`config.mk`:
```
export PLATFORM = sky130hd
export DESIGN_NAME = neuron_act_fork
export DESIGN_NICKNAME = d
export VERILOG_FILES = /design/src/rtl/neuron_act_fork.sv
export SDC_FILE = /design/constraint.sdc
export NUM_CORES = 1
export LEC_CHECK = 0
export CAP_MARGIN = 0
export CELL_PAD_IN_SITES_DETAIL_PLACEMENT = 1
export CELL_PAD_IN_SITES_GLOBAL_PLACEMENT = 2
export CORE_ASPECT_RATIO = 1.4
export CORE_MARGIN = 4
export CORE_UTILIZATION = 28
export CTS_BUF_LIST = sky130_fd_sc_hd__clkbuf_8
export DETAILED_ROUTE_END_ITERATION = 7
export HOLD_SLACK_MARGIN = 0.02
export PLACE_DENSITY_LB_ADDON = 0.1
export SLEW_MARGIN = 10
export SYNTH_ARGS = -nofsm -noshare
export SYNTH_HDL_FRONTEND = slang
export SYNTH_SLANG_ARGS = --single-unit
```
`constraint.sdc`:
```
create_clock -name iCLK -period 3.1 [get_ports iCLK]
set_clock_uncertainty 0.05 [all_clocks]
set_input_delay 0.62 -clock iCLK [delete_from_list [all_inputs] [get_ports iCLK]]
set_output_delay 0.62 -clock iCLK [all_outputs]
set_load 0.05 [all_outputs]
```
`src/rtl/neuron_act_fork.sv`:
```
// Activation stage: clipped/leaky ReLU or identity per channel, forked to two
// consumers with independent handshakes, plus a saturating clip counter.
module neuron_act_fork #(
  parameter  int HIDDEN     = 1,
  parameter  int NP         = 4,
  parameter  int NC         = 4,
  parameter  int WF         = 4,
  parameter  int LEAK_SHIFT = 0,
  parameter  int CW         = 16,
  localparam int WV         = $clog2(NP) + WF,
  localparam int WN         = (HIDDEN != 0) ? WF : WV
) (
  input  logic             iCLK,
  input  logic             iRST,
  input  logic             iMode,
  input  logic             iValid_AS_Accum0,
  output logic             oReady_AS_Accum0,
  input  logic [NC*WV-1:0] iData_AS_Accum0,
  output logic             oValid_BM_State0,
  input  logic             iReady_BM_State0,
  output logic [NC*WN-1:0] oData_BM_State0,
  output logic             oValid_BM_State1,
  input  logic             iReady_BM_State1,
  output logic [NC-1:0]    oData_BM_State1,
  input  logic             iClr,
  output logic [CW-1:0]    oClipCnt
);

  localparam logic signed [WV-1:0] maxV = WV'(2**(WF-1) - 1);
  localparam logic signed [WV-1:0] minV = WV'(-(2**(WF-1)));
  localparam int CNTW = $clog2(NC + 1);

  logic signed [WV-1:0] v;
  logic signed [WV-1:0] t;
  logic [NC*WN-1:0]     yAll;
  logic [NC-1:0]        dAll;
  logic [CNTW-1:0]      clips;

  logic [NC*WN-1:0]     rData0;
  logic [NC-1:0]        rData1;
  logic                 rP0;
  logic                 rP1;
  logic                 acc;
  logic [CW:0]          sum;

  always_comb begin
    v     = '0;
    t     = '0;
    yAll  = '0;
    dAll  = '0;
    clips = '0;
    for (int unsigned c = 0; c < NC; c++) begin
      v = $signed(iData_AS_Accum0[c*WV +: WV]);
      t = v >>> LEAK_SHIFT;
      if (HIDDEN == 0) begin
        yAll[c*WN +: WN] = WN'(v);
        dAll[c]          = 1'b1;
      end else if (v > maxV) begin
        yAll[c*WN +: WN] = WN'(maxV);
        clips            = clips + CNTW'(1);
      end else if (v >= 0) begin
        yAll[c*WN +: WN] = WN'(v);
        dAll[c]          = 1'b1;
      end else if (LEAK_SHIFT == 0) begin
        yAll[c*WN +: WN] = '0;
      end else if (t < minV) begin
        yAll[c*WN +: WN] = WN'(minV);
        clips            = clips + CNTW'(1);
      end else begin
        yAll[c*WN +: WN] = WN'(t);
      end
    end
  end

  // Input is held until every pending copy has been taken by its consumer.
  assign oReady_AS_Accum0 = (!rP0 | iReady_BM_State0) & (!rP1 | iReady_BM_State1);
  assign acc              = iValid_AS_Accum0 & oReady_AS_Accum0;

  always_ff @(posedge iCLK or negedge iRST) begin
    if (!iRST) begin
      rData0 <= '0;
      rData1 <= '0;
      rP0    <= 1'b0;
      rP1    <= 1'b0;
    end else if (acc) begin
      rData0 <= yAll;
      rData1 <= dAll;
      rP0    <= 1'b1;
      rP1    <= iMode;
    end else begin
      if (iReady_BM_State0) rP0 <= 1'b0;
      if (iReady_BM_State1) rP1 <= 1'b0;
    end
  end

  assign sum = {1'b0, oClipCnt} + (CW+1)'(clips);

  always_ff @(posedge iCLK or negedge iRST) begin
    if (!iRST) begin
      oClipCnt <= '0;
    end else if (iClr) begin
      oClipCnt <= '0;
    end else if (acc) begin
      oClipCnt <= sum[CW] ? '1 : sum[CW-1:0];
    end
  end

  assign oValid_BM_State0 = rP0;
  assign oValid_BM_State1 = rP1;
  assign oData_BM_State0  = rData0;
  assign oData_BM_State1  = rData1;

endmodule

```
==> metrics.md, run 1 <==
| Metric | Value |
|---|---|
| DRT Wirelength | `6850 microns` |
| Vias in the first global route | `2288` |
| I/O Buffers | `69` |
| Grt ovf | `0` |
| Maxcap violations | `0` |
| CP startpoint kind | `input pin` |
| Static leakage | `1.29 nW` |
| Syn_area_per_cell | `9.79 sq um` |
| XOR/XNOR share of the synthesized area | `1.73%` |
| CP Max Fanout | `5` |
| Outcome | `finished clean` |
| Hpwl dp | `5230 microns` |
| R2R depth | `8` |
| Boundary Pins | `70` |
| CTS Buf Count | `5` |
| Max Freq | `334 MHz` |
| Post-synth cell types | `40` |
| RSZ-0062 raised after global routing | `false` |
| Wire length per cell | `17.1 microns` |
| Minimum clock period | `2990 ps` |
| Detailed Routing Iterations Pass 1 | `4` |
| N_diodes | `0` |
| First-pass GRT wire length | `11600 microns` |
| Worst skew pair latency | `290 ps` |
| Std-Cell Rows | `36` |
| Total Routing Usage GR | `17.2%` |
| Floorplan die height | `109 microns` |
| Fraction of registers with async set/reset | `100%` |
| Post-Synth Adder-Cell Area | `3.95%` |
| Vias | `2056` |
| Final WS setup | `108 ps` |
| Crit-path cells | `buf_6, o21bai_4, xor2_4, xnor2_4, xnor2_2, ha_2, inv_2, fa_2, nand2b_4, a2111oi_4, buf_4, nand2_2, a311oi_1` |
| Largest family of logic cells by synthesized area | `simple AND/OR/NAND/NOR gates` |
| Place WS | `-682 ps` |
| Starting Density | `29.0%` |
| Initial antenna violation count | `0` |
| WP data arrival | `3130 ps` |
| Ys flop type | `dfrtp_1` |
| Max-slew violations | `0` |
| Longest Clk Path Bufs | `2` |
| Clock Sinks | `38` |
| Max_slew headroom | `38.7%` |
| Core Area | `6980 sq um` |
| WHS | `407 ps` |
| Die Wd | `79.9 microns` |
| Vias per cell | `5.13` |
| Largest net degree at the start of global routing | `39` |
| GP Congestion | `0.765` |
| ANT nets after route | `0` |
| Pwr/cell area | `440 nW/um^2` |
| Iter 0 DRT Violations | `108` |
| CTS tree | `done` |
| # setup viols final | `0` |
| CTS root buf | `clkbuf_8` |
| DR DRC count | `0` |
| Worst-path clk slew | `80 ps` |
| Critical Path Slowest Stage Cell | `fa_2` |
| Area of the multi-input gates | `1150 sq um` |
| H-tree depth | `2` |
| Die footprint | `8680 sq um` |
| Hold Crit Class | `input pin to asynchronous set/reset pin` |
| Setup crit end kind | `register` |
| Post-synth EDFFs | `0` |
| GR Util met1 | `18.9%` |
| Final hold violation count | `0` |
| Layer with the highest usage | `met2` |
| Register area | `951 sq um` |
| Fillers | `802` |
| Nets@finish | `342` |
| Ys Warns | `0` |
| Hold buffer count at CTS | `0` |
| Compound-Gate Fraction of Synth Area | `21.4%` |
| Simple-Gate Fraction of Synth Area | `23.2%` |
| Flop and latch count out of synthesis | `38` |
| Grt met3 use | `5.45%` |
| Post-synthesis mux area share | `0%` |
| Commonest cells after routing, fill and taps aside | `clkdlybuf4s50_1, dfrtp_1, buf_4` |
| Worst Setup Path Type | `input pin to register` |
| Seq/Total Area, Yosys | `46.9%` |
| Cells after synthesis | `207` |
| Final core occ | `46.1%` |
| GRT met2 Usage | `30.9%` |
| Worst slew pin tran | `920 ps` |
| Synthesized area | `2030 sq um` |
| Slowest stage delay, CP | `380 ps` |
| Max IR drop VDD | `0.209 mV` |
| Period utilization | `96.5%` |
| Layout area overhead | `59.0%` |
| Most common cell after layout, fill and taps aside | `clkdlybuf4s50_1` |
| Worst path required time | `3240 ps` |
| Syn nets | `243` |
| Layout cells sized above 1 | `21.6%` |
## stage by stage
stage | instances | instance area (sq um) | power [mW] | TNS (ps)
after floorplan | 207 | 2040 | 0.850 | 0
after global placement | 391 | 3010 | 1.06 | -7730
after detailed placement | 391 | 3010 | 1.07 | -9290
after CTS | 400 | 3190 | 1.44 | -7.06
after global routing | 401 | 3220 | 1.51 | 0
final | 401 | 3220 | 1.42 | 0
## logic make-up after synthesis
family / Yosys count
adder cells (fa/ha/maj): 6
buffers and inverters: 15
AO/OA/AOI/OAI: 54
XOR/XNOR: 4
AND/OR/NAND/NOR: 90
flip-flops: 38
## repair_timing
action                                  in CTS  in global routing
cloned                                       1                  0
pin swaps                                   14                  2
endpoints found under the setup margin      16                 13
gates resized for setup                     54                  2
buffers inserted                             2                  1
## registers in the layout, indices dropped and copies added (netlist names)
name              cells
oData_BM_State1       4
oClipCnt             16
oValid_BM_State0      1
oData_BM_State0      16
oValid_BM_State1      1
## layout make-up
| class | count | share of cell area (%) |
|---|---|---|
| clock buffers | 5 | 2.14 |
| flip-flops and latches | 38 | 29.5 |
| inverters | 9 | 1.05 |
| repair buffers | 97 | 27.5 |
| well taps | 95 | 3.69 |
| multi-input cells | 155 | 35.8 |
| clock inverters | 2 | 0.311 |
## worst max-delay path, delay by kind of cell
family	cells	cell delay (ps)
compound gates	3	770
xor+xnor	3	550
fa+ha+maj	2	580
buf+inv	3	320
simple gates	2	290
## cell usage after synthesis, types with 4 or more instances
| library cell | instances | area share [%] |
|---|---|---|
| dfrtp_1 | 38 | 47 |
| nand2_1 | 27 | 5.0 |
| nor3_1 | 17 | 4.2 |
| o31ai_1 | 12 | 4.4 |
| nor2_1 | 10 | 1.9 |
| inv_1 | 9 | 1.7 |
| a211oi_1 | 6 | 2.2 |
| clkbuf_1 | 6 | 1.1 |
| a21oi_1 | 5 | 1.2 |
| a31oi_1 | 5 | 1.5 |
| and2_1 | 5 | 1.5 |
| and3_1 | 5 | 1.5 |
| nor4_1 | 5 | 1.5 |
| ha_1 | 4 | 2.5 |
| nand3_1 | 4 | 0.99 |
| o21bai_1 | 4 | 1.5 |
| o41ai_1 | 4 | 1.7 |
## path summary, 6_finish.rpt
path,from,endpoint,slack [ps]
min in group iCLK,oData_BM_State0[9]$_DFFE_PN0P_,oData_BM_State0[9]$_DFFE_PN0P_,430
max reg2reg,oClipCnt[0]$_DFFE_PN0P_,oClipCnt[13]$_DFFE_PN0P_,880
max in group asynchronous,iRST,oData_BM_State1[1]$_DFFE_PN0P_,2010
min reg2reg,oData_BM_State0[9]$_DFFE_PN0P_,oData_BM_State0[9]$_DFFE_PN0P_,430
min,iRST,oClipCnt[12]$_DFFE_PN0P_,410
max,iData_AS_Accum0[11],oClipCnt[13]$_DFFE_PN0P_,110
## layer usage
| metal | part of all wire (%) | routed length, microns |
|---|---|---|
| met1 | 38 | 2620 |
| met2 | 53 | 3600 |
| met3 | 7.1 | 486 |
| met4 | 2.0 | 137 |
| met5 | 0 | 0 |
## power breakdown
group | internal (mW) | switching, mW
sequential | 0.538 | 0.0262
combinational | 0.201 | 0.317
clock | 0.151 | 0.182
No activity file was read; power rests on OpenSTA's default activity.
==> inputs of run 2 (changes only) <==
--- a/config.mk
+++ b/config.mk
@@ -15,6 +15,7 @@
 export DETAILED_ROUTE_END_ITERATION = 7
 export HOLD_SLACK_MARGIN = 0.02
 export PLACE_DENSITY_LB_ADDON = 0.1
+export SKIP_LAST_GASP = 1
 export SLEW_MARGIN = 10
 export SYNTH_ARGS = -nofsm -noshare
 export SYNTH_HDL_FRONTEND = slang
==> results of run 2 <==
No change in the layout: final DEF, timing and power equal those of run 1.
==> inputs of run 3 (changes only) <==
--- a/config.mk
+++ b/config.mk
@@ -13,7 +13,7 @@
 export CORE_UTILIZATION = 28
 export CTS_BUF_LIST = sky130_fd_sc_hd__clkbuf_8
 export DETAILED_ROUTE_END_ITERATION = 7
-export HOLD_SLACK_MARGIN = 0.02
+export HOLD_SLACK_MARGIN = 0.12
 export PLACE_DENSITY_LB_ADDON = 0.1
 export SKIP_LAST_GASP = 1
 export SLEW_MARGIN = 10
==> results of run 3 <==
No change in the layout: final DEF, timing and power equal those of run 1.
